--- config.mk ---
export PLATFORM = sky130hd
export DESIGN_NAME = envio_resposta
export DESIGN_NICKNAME = d
export VERILOG_FILES = /design/src/rtl/envio_resposta_pkg.sv /design/src/rtl/envio_resposta.sv
export SDC_FILE = /design/constraint.sdc
export NUM_CORES = 1
export LEC_CHECK = 0
export ABC_CLOCK_PERIOD_IN_PS = 2400
export CAP_MARGIN = 0
export CORE_AREA = 2 2 66 68
export CTS_CLUSTER_SIZE = 10
export DETAILED_ROUTE_END_ITERATION = 6
export DIE_AREA = 0 0 68 70
export GPL_ROUTABILITY_DRIVEN = 0
export GPL_TIMING_DRIVEN = 0
export HOLD_SLACK_MARGIN = 0.02
export PLACE_DENSITY = 0.76
export SKIP_CTS_REPAIR_TIMING = 1
export SYNTH_ARGS = -nofsm -noshare
export SYNTH_HDL_FRONTEND = slang
export SYNTH_SLANG_ARGS = --single-unit
export TNS_END_PERCENT = 30
--- constraint.sdc ---
create_clock -name clock -period 2.4 [get_ports clock]
set_input_delay 0.48 -clock clock [delete_from_list [all_inputs] [get_ports clock]]
set_output_delay 0.48 -clock clock [all_outputs]
set_load 0.1 [all_outputs]
--- src/rtl/envio_resposta_pkg.sv ---
// envio_resposta_pkg: FSM encoding and response byte constants shared by the serializer, sensor stage and benches
package envio_resposta_pkg;

    localparam logic [2:0] ST_IDLE     = 3'd0;
    localparam logic [2:0] ST_SEND_CMD = 3'd1;
    localparam logic [2:0] ST_WAIT_CMD = 3'd2;
    localparam logic [2:0] ST_SEND_VAL = 3'd3;
    localparam logic [2:0] ST_WAIT_VAL = 3'd4;
    localparam logic [2:0] ST_GAP      = 3'd5;

    typedef enum logic [2:0] {
        IDLE     = ST_IDLE,
        SEND_CMD = ST_SEND_CMD,
        WAIT_CMD = ST_WAIT_CMD,
        SEND_VAL = ST_SEND_VAL,
        WAIT_VAL = ST_WAIT_VAL,
        GAP      = ST_GAP
    } state_t;

    localparam logic [7:0] RESP_07 = 8'h07;
    localparam logic [7:0] RESP_08 = 8'h08;
    localparam logic [7:0] RESP_09 = 8'h09;
    localparam logic [7:0] RESP_0A = 8'h0A;
    localparam logic [7:0] RESP_0B = 8'h0B;
    localparam logic [7:0] RESP_0D = 8'h0D;
    localparam logic [7:0] RESP_0E = 8'h0E;
    localparam logic [7:0] RESP_1F = 8'h1F;
    localparam logic [7:0] RESP_45 = 8'h45;
    localparam logic [7:0] RESP_AA = 8'hAA;
    localparam logic [7:0] RESP_AB = 8'hAB;
    localparam logic [7:0] RESP_FF = 8'hFF;

    localparam int N_RESP = 12;
    localparam logic [7:0] RESP_CODES [N_RESP] = '{
        RESP_07, RESP_08, RESP_09, RESP_0A, RESP_0B, RESP_0D,
        RESP_0E, RESP_1F, RESP_45, RESP_AA, RESP_AB, RESP_FF
    };

endpackage

--- src/rtl/envio_resposta.sv ---
// envio_resposta: sends each new sensor response as a command/value byte pair through the uart_tx handshake
module envio_resposta
    import envio_resposta_pkg::*;
#(
    parameter int GAP_CYCLES = 16
) (
    input  logic       clock,
    input  logic       reset,
    input  logic       dadosPodemSerEnviados,
    input  logic [7:0] response_command,
    input  logic [7:0] response_value,
    input  logic       tx_busy,
    input  logic       tx_done,
    output logic       tx_start,
    output logic [7:0] tx_data,
    output logic       busy,
    output logic       overrun
);

    localparam int CW = GAP_CYCLES > 1 ? $clog2(GAP_CYCLES) : 1;

    state_t        state;
    logic          prev;
    logic          pend_valid;
    logic [7:0]    cur_cmd;
    logic [7:0]    cur_val;
    logic [7:0]    pend_cmd;
    logic [7:0]    pend_val;
    logic [CW-1:0] gap_cnt;
    logic          rise;
    logic          gap_end;

    assign rise     = dadosPodemSerEnviados & ~prev;
    assign gap_end  = state == GAP && gap_cnt == '0;
    assign tx_start = (state == SEND_CMD || state == SEND_VAL) && !tx_busy;
    assign busy     = state != IDLE;

    always_ff @(posedge clock) begin
        if (reset) begin
            state      <= IDLE;
            prev       <= 1'b1;
            pend_valid <= 1'b0;
            overrun    <= 1'b0;
            tx_data    <= 8'h00;
            cur_cmd    <= 8'h00;
            cur_val    <= 8'h00;
            pend_cmd   <= 8'h00;
            pend_val   <= 8'h00;
            gap_cnt    <= '0;
        end else begin
            prev <= dadosPodemSerEnviados;
            case (state)
                IDLE: if (rise) begin
                    cur_cmd <= response_command;
                    cur_val <= response_value;
                    tx_data <= response_command;
                    state   <= SEND_CMD;
                end
                SEND_CMD: if (!tx_busy) state <= WAIT_CMD;
                WAIT_CMD: if (tx_done) begin
                    tx_data <= cur_val;
                    state   <= SEND_VAL;
                end
                SEND_VAL: if (!tx_busy) state <= WAIT_VAL;
                WAIT_VAL: if (tx_done) begin
                    gap_cnt <= CW'(GAP_CYCLES - 1);
                    state   <= GAP;
                end
                GAP: if (!gap_end) begin
                    gap_cnt <= gap_cnt - 1'b1;
                end else if (pend_valid) begin
                    cur_cmd    <= pend_cmd;
                    cur_val    <= pend_val;
                    tx_data    <= pend_cmd;
                    pend_valid <= 1'b0;
                    state      <= SEND_CMD;
                end else if (rise) begin
                    cur_cmd <= response_command;
                    cur_val <= response_value;
                    tx_data <= response_command;
                    state   <= SEND_CMD;
                end else begin
                    state <= IDLE;
                end
                default: state <= IDLE;
            endcase
            // on the final gap cycle the pending entry has just been promoted, so a new edge refills it without overrun
            if (rise && state != IDLE && !(gap_end && !pend_valid)) begin
                pend_cmd   <= response_command;
                pend_val   <= response_value;
                pend_valid <= 1'b1;
                if (pend_valid && !gap_end) overrun <= 1'b1;
            end
        end
    end

endmodule

==> impl_metrics.json, run 1 <==
{
  "status": "finished clean",
  "ys_top_cells_by_area": "dfxtp_1, a21oi_1, nand2_1, a21oi_2, a221oi_1",
  "worstPathCellList": "clkdlybuf4s50_1",
  "fin_crit_ns": 2.26,
  "postPlaceCellArea_sq_um": 2430,
  "finalCritPeriodShare_pct": 94.3,
  "synth.most_common_cell": "dfxtp_1",
  "drt_wl_total_um": 5020,
  "vias": 1917,
  "cp.buffers_inverters": 1,
  "path_clk_slew_ns": 0.08,
  "reg2reg_from": "gap_cnt[0]$_SDFFE_PP0P_",
  "ios": 32,
  "coreArea_sq_um": 4140,
  "clock-root-buffer": "clkbuf_8",
  "grt_pass1_wl_um": 8310,
  "synth_seq_cells": 42,
  "die_h_um": 70,
  "hold_class": "flop to flop",
  "drt_first_pass_iters": 4,
  "tightest_slew_ns": 0.968,
  "tns_ns": 0,
  "p_per_area_nw_per_um2": 632,
  "synthArstFlopShare_pct": 0,
  "ys_warn_count": 0,
  "post-route-drc-count": 0,
  "synth_common_cells": "dfxtp_1, nand2_1, a21oi_1, inv_1",
  "wl_met2_um": 2440,
  "max_freq_mhz": 442,
  "cpMaxStageDelayCell": "clkdlybuf4s50_1",
  "num-fill-cells": 390,
  "final_nets": 295,
  "r2r_slack_ns": 0.29,
  "synth_top_cell_area_share_pct": 40.9,
  "slew-limit-headroom_pct": 35.2,
  "ant_nets": 0,
  "tritoncts": "done",
  "clock_latency_ns": 0.29,
  "synthDistinctLibCells": 44,
  "timing.hold.ws_ns": 0.449,
  "p_leak_nw": 0.873,
  "rsz0062_at_grt": "false",
  "syn_inst": 236,
  "rows": 24,
  "cts_buffers": 5,
  "rr_endpoint": "pend_cmd[5]$_SDFFE_PP0P_",
  "synth_nets": 258,
  "synth_edf_count": 0,
  "wl_met3_um": 169,
  "grt_pass1_vias": 1855,
  "finalMaxSlewViolations": 0,
  "instances_no_fill": 326,
  "initial_core_util_pct": 49.6,
  "grt_max_degree": 13,
  "min_path_cells": 2,
  "die_area_sq_um": 4760,
  "highest_layer": "met4",
  "final_design_area_no_fill_sq_um": 2510,
  "vias_per_cell": 5.88,
  "antenna_found_initial": 0,
  "finalSetupViolCount": 0,
  "cts_htree_levels": 2,
  "cp-end-kind": "primary output",
  "ys_seq_area_share_pct": 40.9,
  "gr-total-overflow": 0,
  "routedWlPerCell_um": 15.4,
  "power_mw": 1.58,
  "wl_met1_um": 2330,
  "diodes": 0,
  "place_inst": 318,
  "synth.avg_cell_area_sq_um": 8.71,
  "arrival_ns": 1.78,
  "drt_iter0_markers": 104,
  "gr-usage-all-layers_pct": 22.6,
  "peakVddDrop_uv": 364,
  "critPathMaxFanout": 2,
  "area_growth_pct": 22.0,
  "die_x_um": 68,
  "hp-start": "overrun$_SDFFE_PP0P_",
  "drive_gt1_share_pct": 13.5,
  "worst_ep_required_time_ns": 1.92,
  "cpPeakStageDelay_ns": 1.14,
  "hpwl_um": 3520,
  "crit_family": "buffers and inverters",
  "fin_skew_ns": 0.00317,
  "startpoint_type": "flop",
  "finalHoldViolations": 0,
  "reg2regPathDepth": 8,
  "portBuffers": 30,
  "cts_max_path_buffers": 2,
  "crit_type": "flop to primary output",
  "min_to": "overrun$_SDFFE_PP0P_",
  "synthesis.area_sq_um": 2060,
  "maxCapViolCount": 0,
  "clock_sinks": 42,
  "yosysTopAreaCell": "dfxtp_1",
  "synth_ff_type": "dfxtp_1"
}
## registers in the layout, summed over array words and instances (netlist names)
signal / flops
cur_val: 8
state: 3
tx_data: 8
prev: 1
gap_cnt: 4
overrun: 1
pend_cmd: 8
pend_val: 8
pend_valid: 1
## layer usage
metal  up-vias  global-route usage [%]
li1        936                       -
met1       928                    29.8
met2        42                    36.0
met3        11                    4.99
met4         0                    7.78
met5         -                       0
## worst min-delay path, stage by stage (launching register included)
cell and delay [ns]:
dfxtp_1 0.32, inv_1 0.05, a21oi_1 0.05
## cell usage in the layout, fill, tap and decap left out, types with 4 or more instances in the layout
cell type	n
a211oi_1	5
a21oi_1	24
a21oi_2	10
a221oi_1	8
a22oi_1	7
buf_2	7
clkbuf_1	9
clkbuf_8	6
clkdlybuf4s50_1	28
dfxtp_1	42
inv_1	13
nand2_1	32
nor2_1	7
nor3_1	4
o21a_1	9
o21ai_0	10
o22a_1	8
or3_1	10
## cell type report
cell class                 count  area (sq um)  area share [%]
multi-input combinational    164          1080            43.2
sequential                    42           841            33.5
timing repair buffer          30           290            11.6
buffer                        17          87.6            3.49
clock buffer                   7          86.3            3.44
tap                           52          65.1            2.59
inverter                      13          48.8            1.95
clock inverter                 1          5.00           0.200
## per-stage QoR
step | util (%) | setup slack [ns]
final | 60.5 | 0.136
after global routing | 60.5 | 0.0787
after CTS | 60.7 | -0.475
after detailed placement | 58.5 | -0.338
after global placement | 58.5 | -0.319
after floorplan | - | 0.0534
## power by group
group	total (mW)	internal (mW)	switching, mW
Clock	0.477	0.232	0.244
Combinational	0.361	0.118	0.243
Sequential	0.746	0.727	0.0185
Total	1.58	1.08	0.506
## worst max-delay path by stage
| stage | from | to | slack (ns) | depth (start not counted) |
|---|---|---|---|---|
| global route | state[0]$_SDFFE_PP0P_ | tx_start | 0.08 | 4 |
| detailed placement | tx_busy | tx_start | -0.34 | 3 |
| CTS | state[0]$_SDFFE_PP0P_ | tx_start | -0.47 | 4 |
| finish | tx_data[7]$_SDFFE_PP0P_ | tx_data[7] | 0.14 | 1 |
| floorplan | state[0]$_SDFFE_PP0P_ | tx_start | 0.05 | 3 |
| global placement | tx_busy | tx_start | -0.32 | 3 |
## cell families (layout without fill, tap and decap cells)
family / after synthesis / after routing / synth area share (%)
flops: 42 / 42 / 40.9
compound gates: 94 / 94 / 34.1
buf+inv: 30 / 68 / 6.63
mux: 1 / 1 / 0.487
simple gates: 67 / 67 / 16.8
xor+xnor: 1 / 1 / 0.426
fa+ha+maj: 1 / 1 / 0.609
No activity file was read; power rests on OpenSTA's default activity.
==> run 2, diff against run 1 <==
Settings changed: PLACE_DENSITY 0.76 to 0.75, SETUP_SLACK_MARGIN from default to 0.4.
==> impl_metrics.json, run 2 (synthesis results as in run 1) <==
{
  "cts_buffers": 5,
  "final_common_cell": "dfxtp_1",
  "grt_pass1_vias": 1811,
  "die_h_um": 70,
  "portBuffers": 30,
  "grt_busiest_layer": "met2",
  "grt_max_degree": 13,
  "fin_crit_ns": 2.24,
  "die_x_um": 68,
  "vias": 1882,
  "initial_core_util_pct": 49.6,
  "maxCapViolCount": 0,
  "r2r_slack_ns": 0.32,
  "path_clk_slew_ns": 0.08,
  "die_area_sq_um": 4760,
  "slew-limit-headroom_pct": 34.9,
  "hpwl_um": 3520,
  "finalCritPeriodShare_pct": 93.4,
  "tritoncts": "done",
  "met3_usage_pct": 6.92,
  "clock-root-buffer": "clkbuf_8",
  "startpoint_type": "flop",
  "grt_pass1_wl_um": 8450,
  "diodes": 0,
  "rsz0062_at_grt": "true",
  "ant_nets": 0,
  "routedWlPerCell_um": 15.7,
  "multi_input_area_sq_um": 1090,
  "hold_class": "flop to flop",
  "cp.buffers_inverters": 1,
  "instances_no_fill": 326,
  "ios": 32,
  "final_nets": 295,
  "critPathMaxFanout": 2,
  "clock_sinks": 42,
  "drt_iter0_markers": 108,
  "drive_gt1_share_pct": 14.2,
  "grt_use_met2_pct": 36.5,
  "status": "finished clean",
  "area_growth_pct": 24.7,
  "arrival_ns": 1.76,
  "rows": 24,
  "finalHoldViolations": 0,
  "antenna_found_initial": 0,
  "cpMaxStageDelayCell": "clkdlybuf4s50_1",
  "p_per_area_nw_per_um2": 653,
  "gr-total-overflow": 0,
  "final_cell_mix": "dfxtp_1, nand2_1, a21oi_1",
  "seqCellArea_sq_um": 841,
  "drt_wl_total_um": 5130,
  "tightest_slew_ns": 0.974,
  "gr-usage-met1_pct": 29.9,
  "worstPathCellList": "clkdlybuf4s50_1",
  "crit_family": "buffers and inverters",
  "place_inst": 318,
  "finalMaxSlewViolations": 0,
  "cts_htree_levels": 2,
  "post-route-drc-count": 0,
  "clock_latency_ns": 0.30,
  "timing.hold.ws_ns": 0.447,
  "num-fill-cells": 404,
  "drt_first_pass_iters": 4,
  "cpPeakStageDelay_ns": 1.13,
  "cp-end-kind": "primary output",
  "worst_ep_required_time_ns": 1.92,
  "p_leak_nw": 0.975,
  "crit_type": "flop to primary output",
  "max_freq_mhz": 446,
  "gr-usage-all-layers_pct": 23.3,
  "fin_util_pct": 61.8,
  "coreArea_sq_um": 4140,
  "peakVddDrop_uv": 419,
  "fin_skew_ns": 0.00657,
  "finalSetupViolCount": 0,
  "cts_max_path_buffers": 2,
  "vias_per_cell": 5.77
}
[run 2: changes by cell type in the layout (fill, tap and decap cells not counted), moves of 2 or more]
cell	previous run	this run
clkbuf_2	2	4
dlymetal6s2s_1	0	5
clkbuf_1	9	7
clkdlybuf4s50_1	28	23
[run 2: cell type report]
| type | count | area share (%) |
|---|---|---|
| buffer | 17 | 3.66 |
| inverter | 13 | 1.90 |
| clock inverter | 1 | 1.17 |
| tap | 52 | 2.54 |
| sequential | 42 | 32.8 |
| clock buffer | 7 | 2.98 |
| multi-input combinational | 164 | 42.5 |
| timing repair buffer | 30 | 12.4 |
[run 2: final timing paths]
path | startpoint | cells after the start | to
min | overrun$_SDFFE_PP0P_ | 2 | overrun$_SDFFE_PP0P_
min reg2reg | overrun$_SDFFE_PP0P_ | 2 | overrun$_SDFFE_PP0P_
max reg2reg | gap_cnt[0]$_SDFFE_PP0P_ | 8 | pend_cmd[2]$_SDFFE_PP0P_
max | tx_data[0]$_SDFFE_PP0P_ | 1 | tx_data[0]
[run 2: per-stage QoR]
stage / TNS, ns / instance area (sq um) / total power, mW / setup WS, ns
2_1_floorplan: 0 / 2070 / 1.02 / 0.462
3_3_place_gp: -0.697 / 2430 / 1.12 / -0.342
3_5_place_dp: -0.664 / 2430 / 1.13 / -0.353
4_1_cts: -0.832 / 2540 / 1.67 / -0.480
5_1_grt: 0 / 2560 / 1.74 / 0.103
6_report: 0 / 2560 / 1.67 / 0.159
[run 2: metal layers]
layer,share of wire (%),wire [um]
met1,46,2340
met2,48,2440
met5,0,0
met4,2.1,109
met3,4.6,235
[run 2: report_power, final]
group	internal [mW]	total (mW)	switching, mW
clock network	0.311	0.550	0.238
logic	0.130	0.376	0.246
registers	0.727	0.746	0.0188
total	1.17	1.67	0.503
==> run 3, diff against run 2 <==
Settings changed: CORE_AREA 2 2 66 68 to 2 2 69 71, DIE_AREA 0 0 68 70 to 0 0 71 73, PLACE_DENSITY 0.75 to 0.7.
==> impl_metrics.json, run 3 (synthesis results as in run 1) <==
{
  "status": "finished clean",
  "ios": 32,
  "gr-total-overflow": 0,
  "routedWlPerCell_um": 16.0,
  "pwr-share-seq_pct": 44.4,
  "diodes": 0,
  "cts_buffers": 5,
  "place_inst": 320,
  "clockPowerShare_pct": 33.1,
  "worstPathCellList": "clkdlybuf4s50_1",
  "p_sw_share_pct": 30.4,
  "drt_first_pass_iters": 4,
  "r2r_slack_ns": 0.29,
  "path_depth": 1,
  "num-fill-cells": 416,
  "switching_power_uw": 511,
  "finalHoldViolations": 0,
  "instances_no_fill": 328,
  "clock-root-buffer": "clkbuf_8",
  "rows": 25,
  "cts_htree_levels": 2,
  "crit_family": "buffers and inverters",
  "tightest_slew_ns": 0.973,
  "dp_slack_ns": -0.336,
  "timing.hold.ws_ns": 0.457,
  "initial_core_util_pct": 45.3,
  "seqCellArea_sq_um": 841,
  "cp.buffers_inverters": 1,
  "final_common_cell": "dfxtp_1",
  "antenna_found_initial": 0,
  "setup_ws_ns": 0.142,
  "fin_crit_ns": 2.26,
  "post-route-drc-count": 0,
  "max_freq_mhz": 443,
  "rr_endpoint": "pend_cmd[2]$_SDFFE_PP0P_",
  "clock_sinks": 42,
  "power_mw": 1.68,
  "portBuffers": 30,
  "cts_max_path_buffers": 2,
  "finalSetupViolCount": 0,
  "area_growth_pct": 24.5,
  "die_h_um": 73,
  "die_area_sq_um": 5180,
  "ant_nets": 0,
  "critPathMaxFanout": 2,
  "vias_per_cell": 5.77,
  "cpMaxStageDelayCell": "clkdlybuf4s50_1",
  "grt_pass1_wl_um": 9000,
  "multi_input_area_sq_um": 1090,
  "crit_start": "overrun$_SDFFE_PP0P_",
  "path_clk_slew_ns": 0.09,
  "final_nets": 295,
  "grt_pass1_vias": 1857,
  "vias": 1891,
  "slew-limit-headroom_pct": 34.9,
  "finalCritPeriodShare_pct": 94.1,
  "cpPeakStageDelay_ns": 1.13,
  "rsz0062_at_grt": "true",
  "reg2regPathDepth": 8,
  "hold_class": "flop to flop",
  "drt_wl_total_um": 5240,
  "intPower_mw": 1.17,
  "hpwl_um": 3600,
  "grt_max_degree": 13,
  "gr-usage-all-layers_pct": 22.3,
  "power_frac_comb_pct": 22.5,
  "maxCapViolCount": 0,
  "cp-end-kind": "primary output",
  "coreArea_sq_um": 4540,
  "arrival_ns": 1.78,
  "final_cell_mix": "dfxtp_1, nand2_1, clkdlybuf4s50_1",
  "die_x_um": 71,
  "p_per_area_nw_per_um2": 657,
  "finalMaxSlewViolations": 0,
  "p_leak_nw": 0.921,
  "crit_path_end": "overrun",
  "drive_gt1_share_pct": 13.9,
  "tritoncts": "done",
  "peakVddDrop_uv": 323,
  "worst_ep_required_time_ns": 1.92,
  "startpoint_type": "flop",
  "tns_ns": 0,
  "reg2reg_from": "gap_cnt[0]$_SDFFE_PP0P_",
  "clock_latency_ns": 0.29,
  "crit_type": "flop to primary output",
  "drt_iter0_markers": 106,
  "fin_skew_ns": 0.0107
}
-- run 3: changes by cell type in the layout (fill, tap and decap cells not counted) --
cell,change
buf_4,-1
buf_6,+1
clkbuf_1,+1
clkbuf_2,-1
clkdlybuf4s50_1,+3
dlymetal6s2s_1,-3
-- run 3: worst min-delay path by stage --
stage / start / end / slack [ns] / depth (start not counted)
2_1_floorplan: pend_val[0]$_SDFFE_PP0P_ / pend_val[0]$_SDFFE_PP0P_ / 0.43 / 2
3_3_place_gp: overrun$_SDFFE_PP0P_ / overrun$_SDFFE_PP0P_ / 0.44 / 2
3_5_place_dp: overrun$_SDFFE_PP0P_ / overrun$_SDFFE_PP0P_ / 0.44 / 2
4_1_cts: pend_val[7]$_SDFFE_PP0P_ / pend_val[7]$_SDFFE_PP0P_ / 0.46 / 2
5_1_grt: tx_data[3]$_SDFFE_PP0P_ / tx_data[3]$_SDFFE_PP0P_ / 0.48 / 1
6_report: pend_val[7]$_SDFFE_PP0P_ / pend_val[7]$_SDFFE_PP0P_ / 0.46 / 2
-- run 3: routing by layer --
| layer | GRT usage (%) | up-vias | part of all wire, % |
|---|---|---|---|
| met5 | 0 | - | 0 |
| met4 | 8.18 | 0 | 1.3 |
| met3 | 5.11 | 6 | 4.0 |
| met2 | 35.1 | 40 | 47 |
| met1 | 29.9 | 911 | 47 |
| li1 | - | 934 | - |
-- run 3: area by class of cell --
| class | count | share of cell area [%] |
|---|---|---|
| Timing Repair Buffer | 30 | 12.1 |
| Inverter | 13 | 1.91 |
| Sequential cell | 42 | 32.8 |
| Clock inverter | 1 | 1.17 |
| Buffer | 17 | 3.76 |
| Clock buffer | 7 | 2.98 |
| Multi-Input combinational cell | 164 | 42.6 |
| Tap cell | 54 | 2.64 |
-- run 3: per-stage QoR --
step / cell area [sq um] / utilization [%]
6_report: 2560 / 56.4
5_1_grt: 2560 / 56.4
4_1_cts: 2540 / 56.0
3_5_place_dp: 2430 / 53.7
3_3_place_gp: 2430 / 53.7
2_1_floorplan: 2070 / -
-- run 3: power by group through the flow --
| stage | combinational [mW] | sequential [mW] | clock (mW) |
|---|---|---|---|
| after global placement | 0.364 | 0.762 | 0 |
| after detailed placement | 0.367 | 0.763 | 0 |
| after CTS | 0.368 | 0.747 | 0.568 |
| after global routing | 0.404 | 0.750 | 0.592 |
| after floorplan | 0.172 | 0.848 | 0 |
| final | 0.379 | 0.746 | 0.557 |
